## config.mk

```make
export PLATFORM = sky130hd
export DESIGN_NAME = instr_mem_ctrl
export DESIGN_NICKNAME = d
export VERILOG_FILES = /design/src/rtl/instr_mem_ctrl.sv
export SDC_FILE = /design/constraint.sdc
export NUM_CORES = 1
export LEC_CHECK = 0
export BUFFER_PORTS_ARGS = -buffer_cell sky130_fd_sc_hd__buf_2
export CAP_MARGIN = 10
export CELL_PAD_IN_SITES_DETAIL_PLACEMENT = 0
export CELL_PAD_IN_SITES_GLOBAL_PLACEMENT = 1
export CORE_UTILIZATION = 50
export CTS_BUF_LIST = sky130_fd_sc_hd__clkbuf_8
export CTS_CLUSTER_DIAMETER = 150
export CTS_CLUSTER_SIZE = 16
export DETAILED_ROUTE_END_ITERATION = 10
export PLACE_DENSITY_LB_ADDON = 0.1
export RECOVER_POWER = 50
export SLEW_MARGIN = 20
export SYNTH_ARGS = -nofsm -noshare
export SYNTH_HDL_FRONTEND = slang
export SYNTH_SLANG_ARGS = --single-unit
```

## constraint.sdc

```tcl
create_clock -name clk -period 3.5 [get_ports clk]
set_input_delay 0.7 -clock clk [delete_from_list [all_inputs] [get_ports clk]]
set_output_delay 0.7 -clock clk [all_outputs]
set_load 0.02 [all_outputs]
```

## src/rtl/instr_mem_ctrl.sv

```systemverilog
// Loadable instruction memory for the fetch stage: registered fetch port with valid/stall
// handshake and a sequential program-load port. Optional parity: define INSTR_PARITY_EN.
module instr_mem_ctrl #(
    parameter int                DATA_W    = 16,
    parameter int                ADDR_W    = 16,
    parameter int                DEPTH     = 64,
    parameter logic [DATA_W-1:0] FILL_WORD = 16'hFFFF,
    parameter logic [DATA_W-1:0] RST_WORD  = 16'h0000
) (
    input  logic              clk,
    input  logic              rst_n,
    input  logic [ADDR_W-1:0] PC,
    input  logic              fetch_req,
    output logic              fetch_rdy,
    output logic [DATA_W-1:0] INSTR,
    output logic              instr_valid,
    input  logic              instr_stall,
    output logic              oob,
    input  logic              ld_start,
    input  logic              ld_valid,
    input  logic [DATA_W-1:0] ld_data,
    input  logic              ld_last,
    output logic              ld_busy,
`ifdef INSTR_PARITY_EN
    output logic              par_err,
`endif
    output logic [ADDR_W:0]   ld_count
);

    localparam int IDX_W = (DEPTH > 1) ? $clog2(DEPTH) : 1;
    localparam int CNT_W = ADDR_W + 1;
    localparam logic [CNT_W-1:0] DEPTH_C = CNT_W'(DEPTH);
`ifdef INSTR_PARITY_EN
    localparam int MEM_W = DATA_W + 1;
`else
    localparam int MEM_W = DATA_W;
`endif

    typedef enum logic {RUN, LOAD} state_t;

    state_t            state_q, state_d;
    logic [CNT_W-1:0]  cnt_q, cnt_d;
    logic              wr_en;
    logic [MEM_W-1:0]  mem [DEPTH];
    logic [MEM_W-1:0]  wr_word, rd_word;
    logic              in_range, accept, hold;
    logic [DATA_W-1:0] instr_q, instr_d;
    logic              valid_q, valid_d, oob_q, oob_d;

    // The load counter doubles as the write pointer; it stops at DEPTH so excess words drop.
    always_comb begin
        state_d = state_q;
        cnt_d   = cnt_q;
        wr_en   = 1'b0;
        case (state_q)
            RUN: begin
                if (ld_start) begin
                    state_d = LOAD;
                    cnt_d   = '0;
                end
            end
            LOAD: begin
                if (ld_start) begin
                    cnt_d = '0;
                end else if (ld_valid) begin
                    if (cnt_q < DEPTH_C) begin
                        wr_en = 1'b1;
                        cnt_d = cnt_q + 1'b1;
                    end
                    if (ld_last) state_d = RUN;
                end
            end
            default: state_d = RUN;
        endcase
    end

    always_ff @(posedge clk or negedge rst_n) begin
        if (!rst_n) begin
            state_q <= RUN;
            cnt_q   <= '0;
        end else begin
            state_q <= state_d;
            cnt_q   <= cnt_d;
        end
    end

`ifdef INSTR_PARITY_EN
    assign wr_word = {^ld_data, ld_data};
`else
    assign wr_word = ld_data;
`endif

    // Contents are deliberately not reset so a program survives rst_n.
    always_ff @(posedge clk) begin
        if (wr_en) mem[cnt_q[IDX_W-1:0]] <= wr_word;
    end

    assign rd_word   = mem[PC[IDX_W-1:0]];
    assign in_range  = {1'b0, PC} < DEPTH_C;
    assign hold      = valid_q & instr_stall;
    assign fetch_rdy = (state_q == RUN) & ~hold;
    assign accept    = fetch_req & fetch_rdy;

    always_comb begin
        instr_d = instr_q;
        oob_d   = oob_q;
        valid_d = 1'b0;
        if (accept) begin
            instr_d = in_range ? rd_word[DATA_W-1:0] : FILL_WORD;
            oob_d   = ~in_range;
            valid_d = 1'b1;
        end else if (hold) begin
            valid_d = 1'b1;
        end
    end

    always_ff @(posedge clk or negedge rst_n) begin
        if (!rst_n) begin
            instr_q <= RST_WORD;
            valid_q <= 1'b0;
            oob_q   <= 1'b0;
        end else begin
            instr_q <= instr_d;
            valid_q <= valid_d;
            oob_q   <= oob_d;
        end
    end

`ifdef INSTR_PARITY_EN
    logic par_q;
    always_ff @(posedge clk or negedge rst_n) begin
        if (!rst_n)      par_q <= 1'b0;
        else if (accept) par_q <= in_range & (^rd_word);
    end
    assign par_err = par_q;
`endif

    assign INSTR       = instr_q;
    assign instr_valid = valid_q;
    assign oob         = oob_q;
    assign ld_busy     = (state_q == LOAD);
    assign ld_count    = cnt_q;

endmodule

```

# [Yosys cells after proc, flatten, opt, wreduce, memory -nomap -nowiden]
# Memory sizes are Yosys's and may differ from the RTL's.
# Index checks and enable logic that the tools add are counted.
[word_totals] ff_bits=36 mem_bits_rw=1024 inputBits=39 output_inout_bits=37 elab_cells=38 mem_count=1
[op_classes] n_addsub=1 order_cmp=2 n_eq_ne=3 mux=19 n_bitwise=6 reduce_logical=1
[mem_list] name="mem" words=64 word_bits=16 read_ports=1 rd_ports_with_merged_regs=0 write_ports=1 line_no="44" source="logic [MEM_W-1:0] mem [DEPTH];"
[op_table] operator="$mux W17" n=4
[op_table] operator="$pmux W17 S2" n=1
[op_table] operator="$add A17 B1 Y17 const B" n=1
[op_table] operator="$lt A17 B7 Y1 const B" n=1
[op_table] operator="$lt A16 B7 Y1 const B" n=1
[op_table] operator="$mux W16" n=1
[op_table] operator="$mux W1" n=12
[op_table] operator="$and A1 B1 Y1" n=3
[op_table] operator="$ne A3 B2 Y1 const B" n=1
[op_table] operator="$ne A3 B3 Y1 const B" n=1
[op_table] operator="$not A1 Y1" n=3
[op_table] operator="$reduce_and A3 Y1" n=1
[op_table] operator="$ne A2 B2 Y1 const B" n=1
[op_table] operator="$pmux W1 S2" n=1

# [Depth between registers and ports, before layout]
[depth] word_depth=7 depth_mapped=9

# [Worst setup path before layout]
# Ideal clock, no wire load.
[synth_path] path_type="input-to-reg" startpoint="input ld_valid" endpoint="memory mem[62][0] (netlist bit) (enable)" setup_time_ns=0.389 t_arrival_ns=2.507 t_required_ns=3.111 slack_ns=0.604 cell_stages=6 path_cell_list="nor4b_1 -> nand4_1 -> clkbuf_1 -> nor2_1 -> nand4_1 -> nor2_1"
[synth_between] elab_chain_cells=5
[synth_lines] item="start, declared" line_no="20" source="input logic ld_valid,"
[synth_lines] item="$mux W1" line_no="65" source="end else if (ld_valid) begin"
[synth_lines] item="$mux W1" line_no="63" source="if (ld_start) begin"
[synth_lines] item="$mux W1" line_no="55" source="case (state_q)"
[synth_lines] item="$mux W1" line_no="95" source="if (wr_en) mem[cnt_q[IDX_W-1:0]] <= wr_word;"
[synth_lines] item="$mux W1 (implied by the code)" line_no="95"
[synth_lines] item="end, declared" line_no="44"
# Every way passes these cells.

# [Final worst setup path]
[layout_path] startpoint="input ld_data[10]" endpoint="memory mem[16][10] (netlist bit) (data pin)"
[layout_lines] item="start, declared" line_no="21" source="input logic [DATA_W-1:0] ld_data,"
# Straight into the memory's write port.

==> qor.csv <==
metric;value;unit
Yosys warning count;0;
mux share of post-synthesis cell area;14.2;%
switching power share of the total;22.4;%
Starting Density;50.8;%
CTS Sinks;1060;
crit path from;ld_data[10];
Synth area leaders;edfxtp_1 75%, mux4_2 12%, dfrtp_1 2.2%;
Setup crit end;mem[16][10]$_DFFE_PP_;
Tot Pwr;21.3;mW
clock group share of total power;28.3;%
CTS Buf Count;76;
Mapped Avg Cell Area;20.4;um^2
Internal;16.5;mW
Post-Syn Nets;2061;
Synth Area in Compound Gates;3.62;%
Site Rows;104;
HP Class;in -> reg;
RSZ-0062 raised after global routing;false;
Final Skew;0.0459;ns
final slew viol count;722;
CP Capture Type;flop;
worst reg-to-reg path cell count;6;
FFs w/ async S/R, synth;3.40;%
Setup violations, final;0;
worst reg2reg setup slack;0.74;ns
Critical path buffers and inverters;2;
antenna-violating nets left;0;
WP depth;2;
Synth Area in XOR/XNOR;0.106;%
headroom to the max-slew limit;-86.6;%
Worst Hold Depth;2;
area growth from synthesis to layout;10.1;%
Remaining DRCs;0;
via count;20900;
CTS tree;built;
GP Congestion;0.889;
placed insts;3231;
post-synth top area share;74.7;%
Final #Nets;2289;
Post-synth top flop;edfxtp_1;
crit share post-route;86.2;%
final instance area;45300;um^2
sw power;4.77;mW
post-route minimum period;3.02;ns
PwrDens;470;nW/um^2
Seq/Total Area, Yosys;76.8;%
max incr delay on CP;1.38;ns
hold_sp;instr_stall;
GRT Resource Usage Total;26.4;%
die area;83500;um^2
final core occ;55.9;%
first-pass GRT wire length;154;mm
Adder-Cell Fraction of Synth Area;0.0304;%
Post-synth EDFFs;1024;
largest net degree at the start of global routing;65;
Distinct cells, synth;47;
PortBufs;75;
Synth Register Bits;1060;
worst slew pin tran;2.80;ns
failing checks;capacitance limit, slew limit;
RR Startpoint;ld_busy$_DFF_PN0_;
placed cell area;44100;um^2
CTS max path bufs;3;
antenna violations before repair;3;
WL/cell;32.2;um
Final Non-Filler Cells;3352;
CP Launch Type;input port;
die width;289;um
worst vdd ir;0.287;mV
initial DRC count;2543;
largest family of logic cells by synthesized area;multiplexers;
IO Count;76;
WP data arrival;3.27;ns
hold_buf cts;0;
Synth Area in Simple Gates;3.69;%
RR Endpoint;INSTR[5]$_DFFE_PN0P_;
layout cell share with drive strength beyond 1;25.6;%
HPWL Detailed;68.0;mm
status;finished, violations left;
max_cap viols;17;
Static Leak;14.4;nW
GRT overflow;0;
maximum fanout along the worst path;33;
latest clock arrival within the worst-skew pair;0.73;ns
CP cell instances;clkbuf_1, clkbuf_1;
H-tree depth;3;
CP most frequent cell;clkbuf_1;
clk slew on worst S/H paths;0.10;ns
critical path type;in -> reg;
routed vias/inst;6.24;
number of standard cells after synthesis;2021;
delay-heaviest family, CP;buffers and inverters;
Root Driver;clkbuf_8;
First-pass DRT Iterations;7;
core area;81100;um^2
Hold Slack;0.193;ns
total wire length;108;mm
sequential power share;65.4;%
CTS resizes;0;
DIE HEIGHT;289;um
Slowest-stage cell, CP;clkbuf_1;
Logic pwr share;6.2;%
Final Hold Fails;0;
number of global-route vias before repair;20700;
Post-Syn Area;41200;um^2
setup bufs post-CTS;0;
fmax;0.331;GHz
Req. time, crit path;3.76;ns
top cell type by total area after synthesis;edfxtp_1;
-- how the worst min path moves through the flow --
| stage | to | slack, ns |
|---|---|---|
| 3_5_place_dp | instr_valid$_DFF_PN0_ | 0.50 |
| 3_3_place_gp | instr_valid$_DFF_PN0_ | 0.49 |
| 5_1_grt | instr_valid$_DFF_PN0_ | 0.19 |
| 2_1_floorplan | INSTR[0]$_DFFE_PN0P_ | 0.40 |
| 6_report | instr_valid$_DFF_PN0_ | 0.19 |
| 4_1_cts | INSTR[2]$_DFFE_PN0P_ | 0.14 |
-- synth_stat cells, types with 6 or more instances --
library cell,count
a211oi_1,32
dfrtp_1,36
a22oi_1,48
o21ai_0,28
nand2b_1,6
buf_4,15
edfxtp_1,1024
a221oi_1,14
nor2_1,167
o22ai_1,32
nand3_1,25
buf_1,7
mux4_2,212
a2111oi_2,14
clkbuf_1,46
mux2_2,28
a22o_1,14
nor4_1,17
mux2i_1,75
buf_6,8
buf_2,42
nand2_1,34
nor2b_1,42
-- sequential cells by signal, indices dropped and copies added (netlist names) --
signal,cells
mem,1024
oob,1
INSTR,16
instr_valid,1
ld_busy,1
ld_count,17
-- logic make-up after synthesis --
kind of cell / after synthesis
compound gates: 196
xor+xnor: 5
buf+inv: 122
fa+ha+maj: 1
simple gates: 322
mux: 315
flops: 1060
-- metal layers --
layer	GRT usage [%]	up-vias	wire (um)
li1	-	8717	-
met1	39.4	11200	46300
met2	41.1	838	51000
met3	4.71	128	8500
met4	6.22	2	2260
met5	0	-	12
-- worst reg2reg max path, stage by stage (launching register included) --
cell and delay (ns):
dfrtp_1 0.43, a21oi_1 0.17, and2_2 0.52, clkbuf_1 0.66, nand3_1 0.39, a2111oi_2 0.36
o22ai_1 0.13
-- power by group through the flow --
| stage | clock network [mW] | logic [mW] | registers, mW |
|---|---|---|---|
| finish | 6.03 | 1.33 | 13.9 |
| global route | 6.55 | 1.40 | 13.9 |
| CTS | 6.15 | 1.35 | 13.9 |
| detailed placement | 0 | 1.35 | 14.2 |
| global placement | 0 | 1.33 | 14.2 |
| floorplan | 0 | 0.648 | 14.2 |
-- placed cells by master, fill, tap and decap left out, types with 3 or more instances in the layout --
cell and instances:
dfrtp_1 36, clkbuf_2 4, nor4b_1 3, buf_4 147, clkbuf_8 82, mux2i_1 75
nor2_1 160, a22oi_1 48, a2111oi_2 14, edfxtp_1 1024, mux4_2 212, nand2_1 34
xnor2_1 5, nand2b_1 6, or2_2 4, buf_12 29, inv_1 40, mux2_2 28
nor2_2 7, a31oi_1 5, a211oi_1 32, a22o_1 14, a221oi_1 14, buf_2 51
nand3_1 25, o22ai_1 32, nor2b_1 42, nor3_1 4, or3_1 4, clkbuf_1 34
nor4_1 17, o21ai_0 28, a21oi_1 3, diode_2 3
-- stage by stage --
stage,setup TNS [ns],setup slack (ns)
2_1_floorplan,0,0.604
3_3_place_gp,-0.0988,-0.0988
3_5_place_dp,-0.0248,-0.0248
4_1_cts,0,0.750
5_1_grt,0,0.408
6_report,0,0.482
-- final cells by class --
class	count	area (um^2)
Timing Repair Buffer	268	2130
Clock inverter	37	151
Fill cell	6157	35700
Tap cell	1060	1330
Clock buffer	81	1110
Antenna cell	3	7.51
Sequential cell	1060	31700
Multi-Input combinational cell	839	8930
Inverter	4	15.0
(Power assumes the default switching activity.)
